File: src/rtl/rf_ctrl_pkg.sv
// Shared constants and FSM encoding for the register-file
// write-port controller.
package rf_ctrl_pkg;

  localparam int RF_ADDR_W = 5;
  localparam int RF_DATA_W = 32;
  localparam int NUM_REGS  = 32;
  localparam int SWEEP_W   = $clog2(NUM_REGS) + 1;

  typedef enum logic {
    INIT = 1'b0,
    RUN  = 1'b1
  } state_e;

endpackage

File: src/rtl/rr_arbiter.sv
// Round-robin pick: first valid requester at or after ptr,
// scanning cyclically. Purely combinational.
module rr_arbiter #(
  parameter int NREQ  = 2,
  parameter int IDX_W = 1
) (
  input  logic [NREQ-1:0]  valid,
  input  logic [IDX_W-1:0] ptr,
  output logic [NREQ-1:0]  gnt,
  output logic [IDX_W-1:0] idx
);

  logic [IDX_W-1:0] j;
  logic             hit;

  always_comb begin
    gnt = '0;
    idx = '0;
    hit = 1'b0;
    j   = '0;
    for (int k = 0; k < NREQ; k++) begin
      j = IDX_W'((int'(ptr) + k) % NREQ);
      if (!hit && valid[j]) begin
        hit    = 1'b1;
        gnt[j] = 1'b1;
        idx    = j;
      end
    end
  end

endmodule

File: src/rtl/rf_wb_arbiter.sv
// Register-file write-port sequencer with round-robin writeback.
// Define RF_INIT_SWEEP_EN to zero all registers after reset.
module rf_wb_arbiter
  import rf_ctrl_pkg::*;
#(
  parameter int NREQ   = 2,
  parameter int ADDR_W = RF_ADDR_W,
  parameter int DATA_W = RF_DATA_W,
  parameter int CNT_W  = 16
) (
  input  logic                   clk,
  input  logic                   rst,
  input  logic [NREQ-1:0]        req_valid,
  output logic [NREQ-1:0]        req_ready,
  input  logic [NREQ*ADDR_W-1:0] req_addr,
  input  logic [NREQ*DATA_W-1:0] req_data,
  output logic                   rf_we,
  output logic [ADDR_W-1:0]      rf_addr,
  output logic [DATA_W-1:0]      rf_wdata,
  output logic                   init_done,
  output logic [CNT_W-1:0]       conflict_cnt
);

  localparam int IDX_W = (NREQ > 1) ? $clog2(NREQ) : 1;

  state_e            state_q, state_d;
  logic [IDX_W-1:0]  ptr_q, ptr_d, gidx;
  logic [NREQ-1:0]   gnt;
  logic [ADDR_W-1:0] sel_addr, addr_d;
  logic [DATA_W-1:0] sel_data, data_d;
  logic              we_d, xfer, multi;

`ifdef RF_INIT_SWEEP_EN
  logic [SWEEP_W-1:0] sweep_q, sweep_d;
`endif

  rr_arbiter #(
    .NREQ  (NREQ),
    .IDX_W (IDX_W)
  ) u_rr (
    .valid (req_valid),
    .ptr   (ptr_q),
    .gnt   (gnt),
    .idx   (gidx)
  );

  // init_done is low in reset, so nothing is granted then
  assign req_ready = init_done ? gnt : '0;
  assign xfer      = |req_ready;
  assign multi     = $countones(req_valid) > 1;
  assign sel_addr  = req_addr[gidx*ADDR_W +: ADDR_W];
  assign sel_data  = req_data[gidx*DATA_W +: DATA_W];

  always_ff @(posedge clk or posedge rst) begin
    if (rst) begin
`ifdef RF_INIT_SWEEP_EN
      state_q <= INIT;
      sweep_q <= '0;
`else
      state_q <= RUN;
`endif
    end else begin
      state_q <= state_d;
`ifdef RF_INIT_SWEEP_EN
      sweep_q <= sweep_d;
`endif
    end
  end

  always_comb begin
    state_d = state_q;
    ptr_d   = ptr_q;
    we_d    = 1'b0;
    addr_d  = rf_addr;
    data_d  = rf_wdata;
`ifdef RF_INIT_SWEEP_EN
    sweep_d = sweep_q;
`endif
    if (state_q == RUN) begin
      if (xfer) begin
        // x0 is accepted but never written
        we_d   = |sel_addr;
        addr_d = sel_addr;
        data_d = sel_data;
        ptr_d  = (gidx == IDX_W'(NREQ - 1)) ?
                 '0 : gidx + IDX_W'(1);
      end
    end
`ifdef RF_INIT_SWEEP_EN
    else if (sweep_q == SWEEP_W'(NUM_REGS)) begin
      state_d = RUN;
    end else begin
      we_d    = 1'b1;
      addr_d  = ADDR_W'(sweep_q);
      data_d  = '0;
      sweep_d = sweep_q + SWEEP_W'(1);
    end
`endif
  end

  always_ff @(posedge clk or posedge rst) begin
    if (rst) begin
      rf_we        <= 1'b0;
      rf_addr      <= '0;
      rf_wdata     <= '0;
      init_done    <= 1'b0;
      ptr_q        <= '0;
      conflict_cnt <= '0;
    end else begin
      rf_we     <= we_d;
      rf_addr   <= addr_d;
      rf_wdata  <= data_d;
      init_done <= (state_d == RUN);
      ptr_q     <= ptr_d;
      if (init_done && multi && !(&conflict_cnt))
        conflict_cnt <= conflict_cnt + CNT_W'(1);
    end
  end

endmodule

File: config.mk
export PLATFORM = sky130hd
export DESIGN_NAME = rf_wb_arbiter
export DESIGN_NICKNAME = d
export VERILOG_FILES = /design/src/rtl/rf_ctrl_pkg.sv /design/src/rtl/rr_arbiter.sv /design/src/rtl/rf_wb_arbiter.sv
export SDC_FILE = /design/constraint.sdc
export NUM_CORES = 1
export LEC_CHECK = 0
export ABC_AREA = 1
export CORE_AREA = 4 4 89 91
export CTS_BUF_LIST = sky130_fd_sc_hd__clkbuf_16
export DETAILED_ROUTE_END_ITERATION = 8
export DIE_AREA = 0 0 93 95
export PLACE_DENSITY = 0.86
export SKIP_CTS_REPAIR_TIMING = 1
export SLEW_MARGIN = 25
export SYNTH_ARGS = -nofsm -noshare
export SYNTH_HDL_FRONTEND = slang
export SYNTH_SLANG_ARGS = --single-unit
File: constraint.sdc
create_clock -name clk -period 2.1 [get_ports clk]
set_clock_uncertainty 0.05 [all_clocks]
set_input_delay 0.525 -clock clk [delete_from_list [all_inputs] [get_ports clk]]
set_output_delay 0.525 -clock clk [all_outputs]
set_load 0.01 [all_outputs]
==> results.md <==
* Status: finished, final reports clean
* HP Class: flip-flop to flip-flop
* Main flop type after synthesis: dfrtp_1
* Setup WS pre-CTS at -0.3701 ns
* Sequential area share after synthesis at 0.4813
* Buf/Inv on CP at 1
* Ys async rst share at 1.000
* Overall routing resource usage at 0.1925
* Antenna-violating nets left at 0
* Max-slew violations at 0
* Die height at 95 um
* Power density cells at 782.8 mW/mm^2
* Req. time, crit path at 1.52 ns
* # diodes at 0
* H-tree depth at 2
* Netlist cell types at 21
* Synth top cells by count: nand2_1, dfrtp_1, nor2_1, nand3_1, a31oi_1
* Worst Min Path Start: rf_addr[2]$_DFFE_PP0P_
* Initial Util at 0.4080
* DRC viols at 0
* Critical Path AT at 1.34 ns
* Maxcap violations at 0
* Vias in the first global route at 3106
* DIE WIDTH at 93 um
* Setup crit start: conflict_cnt[2]$_DFFE_PP0P_
* CTS Buffer Depth at 2
* Yosys Warn Count at 0
* Setup-failing EPs final at 0
* Hold Violations, Final at 0
* Worst setup margin at 0.1849 ns
* Final Power at 3.525 mW
* Area of the core at 0.007137 sq mm
* Antenna violations before repair at 0
* Setup Crit Path Kind: flip-flop to primary output
* Final Cycle Share at 0.9120
* Placer Congestion at 0.9310
* Cell Chain, Critical Path: clkdlybuf4s50_1
* Port Buffers at 134
* Post-synth top area cell: dfrtp_1
* DRT iter0 DRCs at 127
* # IOs at 135
* Layout Nets at 593
* WL final at 8295 um
* Critical path launch point type: flip-flop
* CP top delay family: buffers and inverters
* Most frequent cell after synthesis: nand2_1
* Worst-Skew Late Latency at 0.29 ns
* Final Cell Area at 0.004503 sq mm
* Vias per inst at 4.984
* Minimum clock period at 1.915 ns
* Area growth syn-to-layout at 54.66%
* Clock root buffer: clkbuf_16
* Slowest CP cell: clkdlybuf4s50_1
* Clk pin slew, worst setup/hold paths at 0.07 ns
* CP max FO at 7
* Synth Register Bits at 56
* VDD IR max at 0.0003841 V
* Fill cells at 632
* Crit path capture type: primary output
* Synth top area share at 0.4813
* Mapped Area at 0.002912 sq mm
* Die Area at 0.008835 sq mm
* CP peak stage delay at 0.59 ns
* HPWL Detailed at 6523 um
* Cts bufs inserted at 5
* Main area contributors after synthesis: dfrtp_1, nand2_1, a31oi_1
* Grt ovf at 0
* Layout cells sized above 1 at 0.05243
* Vias at 3060
* Syn_area_per_cell at 7.642 sq um
* Largest net degree at the start of global routing at 46
* First-pass GRT wire length at 13700 um
* Max Freq at 522.2 MHz
* Number of synthesized flops with an enable pin at 0
* Clock sinks at 56
* CTS tree: built
* TritonRoute pass-1 iters at 4
* RSZ-0062 raised after global routing: false
* Wire length per cell at 13.51 um
* Num rows at 31
* Synth Net Count at 460
* Placed cell area at 0.004357 sq mm
* RR Startpoint: conflict_cnt[0]$_DFFE_PP0P_
* Gate Count Post-Synth at 381
* P_leak at 1.996 nW
report_power, final:
group          switching, mW  total, mW  internal, mW
registers              0.165       1.47          1.30
clock network          0.357      0.787         0.430
logic                  0.561       1.27         0.708
through the flow:
step / hold slack (ns) / std cells / util / setup TNS [ns]
floorplan: 0.4120 / 381 / - / 0
global placement: 0.4219 / 606 / 0.6104 / -0.6807
detailed placement: 0.4313 / 606 / 0.6104 / -2.043
CTS: 0.4515 / 614 / 0.6296 / -0.7469
global route: 0.4851 / 614 / 0.6310 / 0
finish: 0.4510 / 614 / 0.6310 / 0
flip-flops by register name, summed over array words and instances (netlist names):
name	flops
rf_wdata	32
conflict_cnt	16
rf_addr	5
init_done	1
ptr_q	1
rf_we	1
layout make-up:
| class | count | area (sq um) | share of cell area |
|---|---|---|---|
| multi-input cells | 284 | 1309 | 0.2906 |
| flip-flops and latches | 56 | 1401 | 0.3112 |
| clock buffers | 5 | 125.1 | 0.02779 |
| repair buffers | 146 | 1454 | 0.3229 |
| well taps | 99 | 123.9 | 0.02751 |
| inverters | 21 | 78.83 | 0.01750 |
| clock inverters | 3 | 11.26 | 0.002501 |
layer usage:
layer  GRT usage  wire (um)
met5           0          0
met4     0.06349        202
met3     0.06614        736
met2      0.3455       4233
met1      0.2135       3123
worst paths after layout:
| path | to | slack [ns] | depth (start not counted) |
|---|---|---|---|
| setup / recovery | conflict_cnt[2] | 0.18 | 1 |
| hold / removal | rf_addr[2]$_DFFE_PP0P_ | 0.45 | 2 |
| setup reg to reg | conflict_cnt[8]$_DFFE_PP0P_ | 0.33 | 8 |
| hold reg to reg | rf_addr[2]$_DFFE_PP0P_ | 0.45 | 2 |
| max in group asynchronous | rf_wdata[8]$_DFFE_PP0P_ | 1.15 | 3 |
| min in group asynchronous | rf_addr[2]$_DFFE_PP0P_ | 0.56 | 3 |
cells in the final DEF, fill, tap and decap left out:
cell type,Yosys,layout
a31oi_1,32,32
and3_1,1,1
buf_12,0,1
buf_4,1,11
clkbuf_16,0,5
clkdlybuf4s50_1,0,130
clkinv_1,0,1
conb_1,1,1
dfrtp_1,56,56
dlymetal6s2s_1,0,4
ha_1,1,1
inv_1,20,21
inv_2,1,2
nand2_1,124,123
nand2_2,5,6
nand3_1,40,40
nand3b_1,3,3
nand4_1,7,7
nor2_1,49,49
nor2_2,2,2
o21a_1,1,1
o21ai_0,11,11
xnor2_1,7,7
cells by family (layout without fill, tap and decap cells):
group / count (synthesis) / after routing / share of synthesized area
AND/OR/NAND/NOR: 231 / 231 / 0.3318
flip-flops: 56 / 56 / 0.4813
AO/OA/AOI/OAI: 44 / 44 / 0.09024
buffers and inverters: 41 / 175 / 0.07005
XOR/XNOR: 7 / 7 / 0.02106
adder cells (fa/ha/maj): 1 / 1 / 0.004297
other: 1 / 1 / 0.001288
Note: power is estimated with default switching activity, not from simulation.
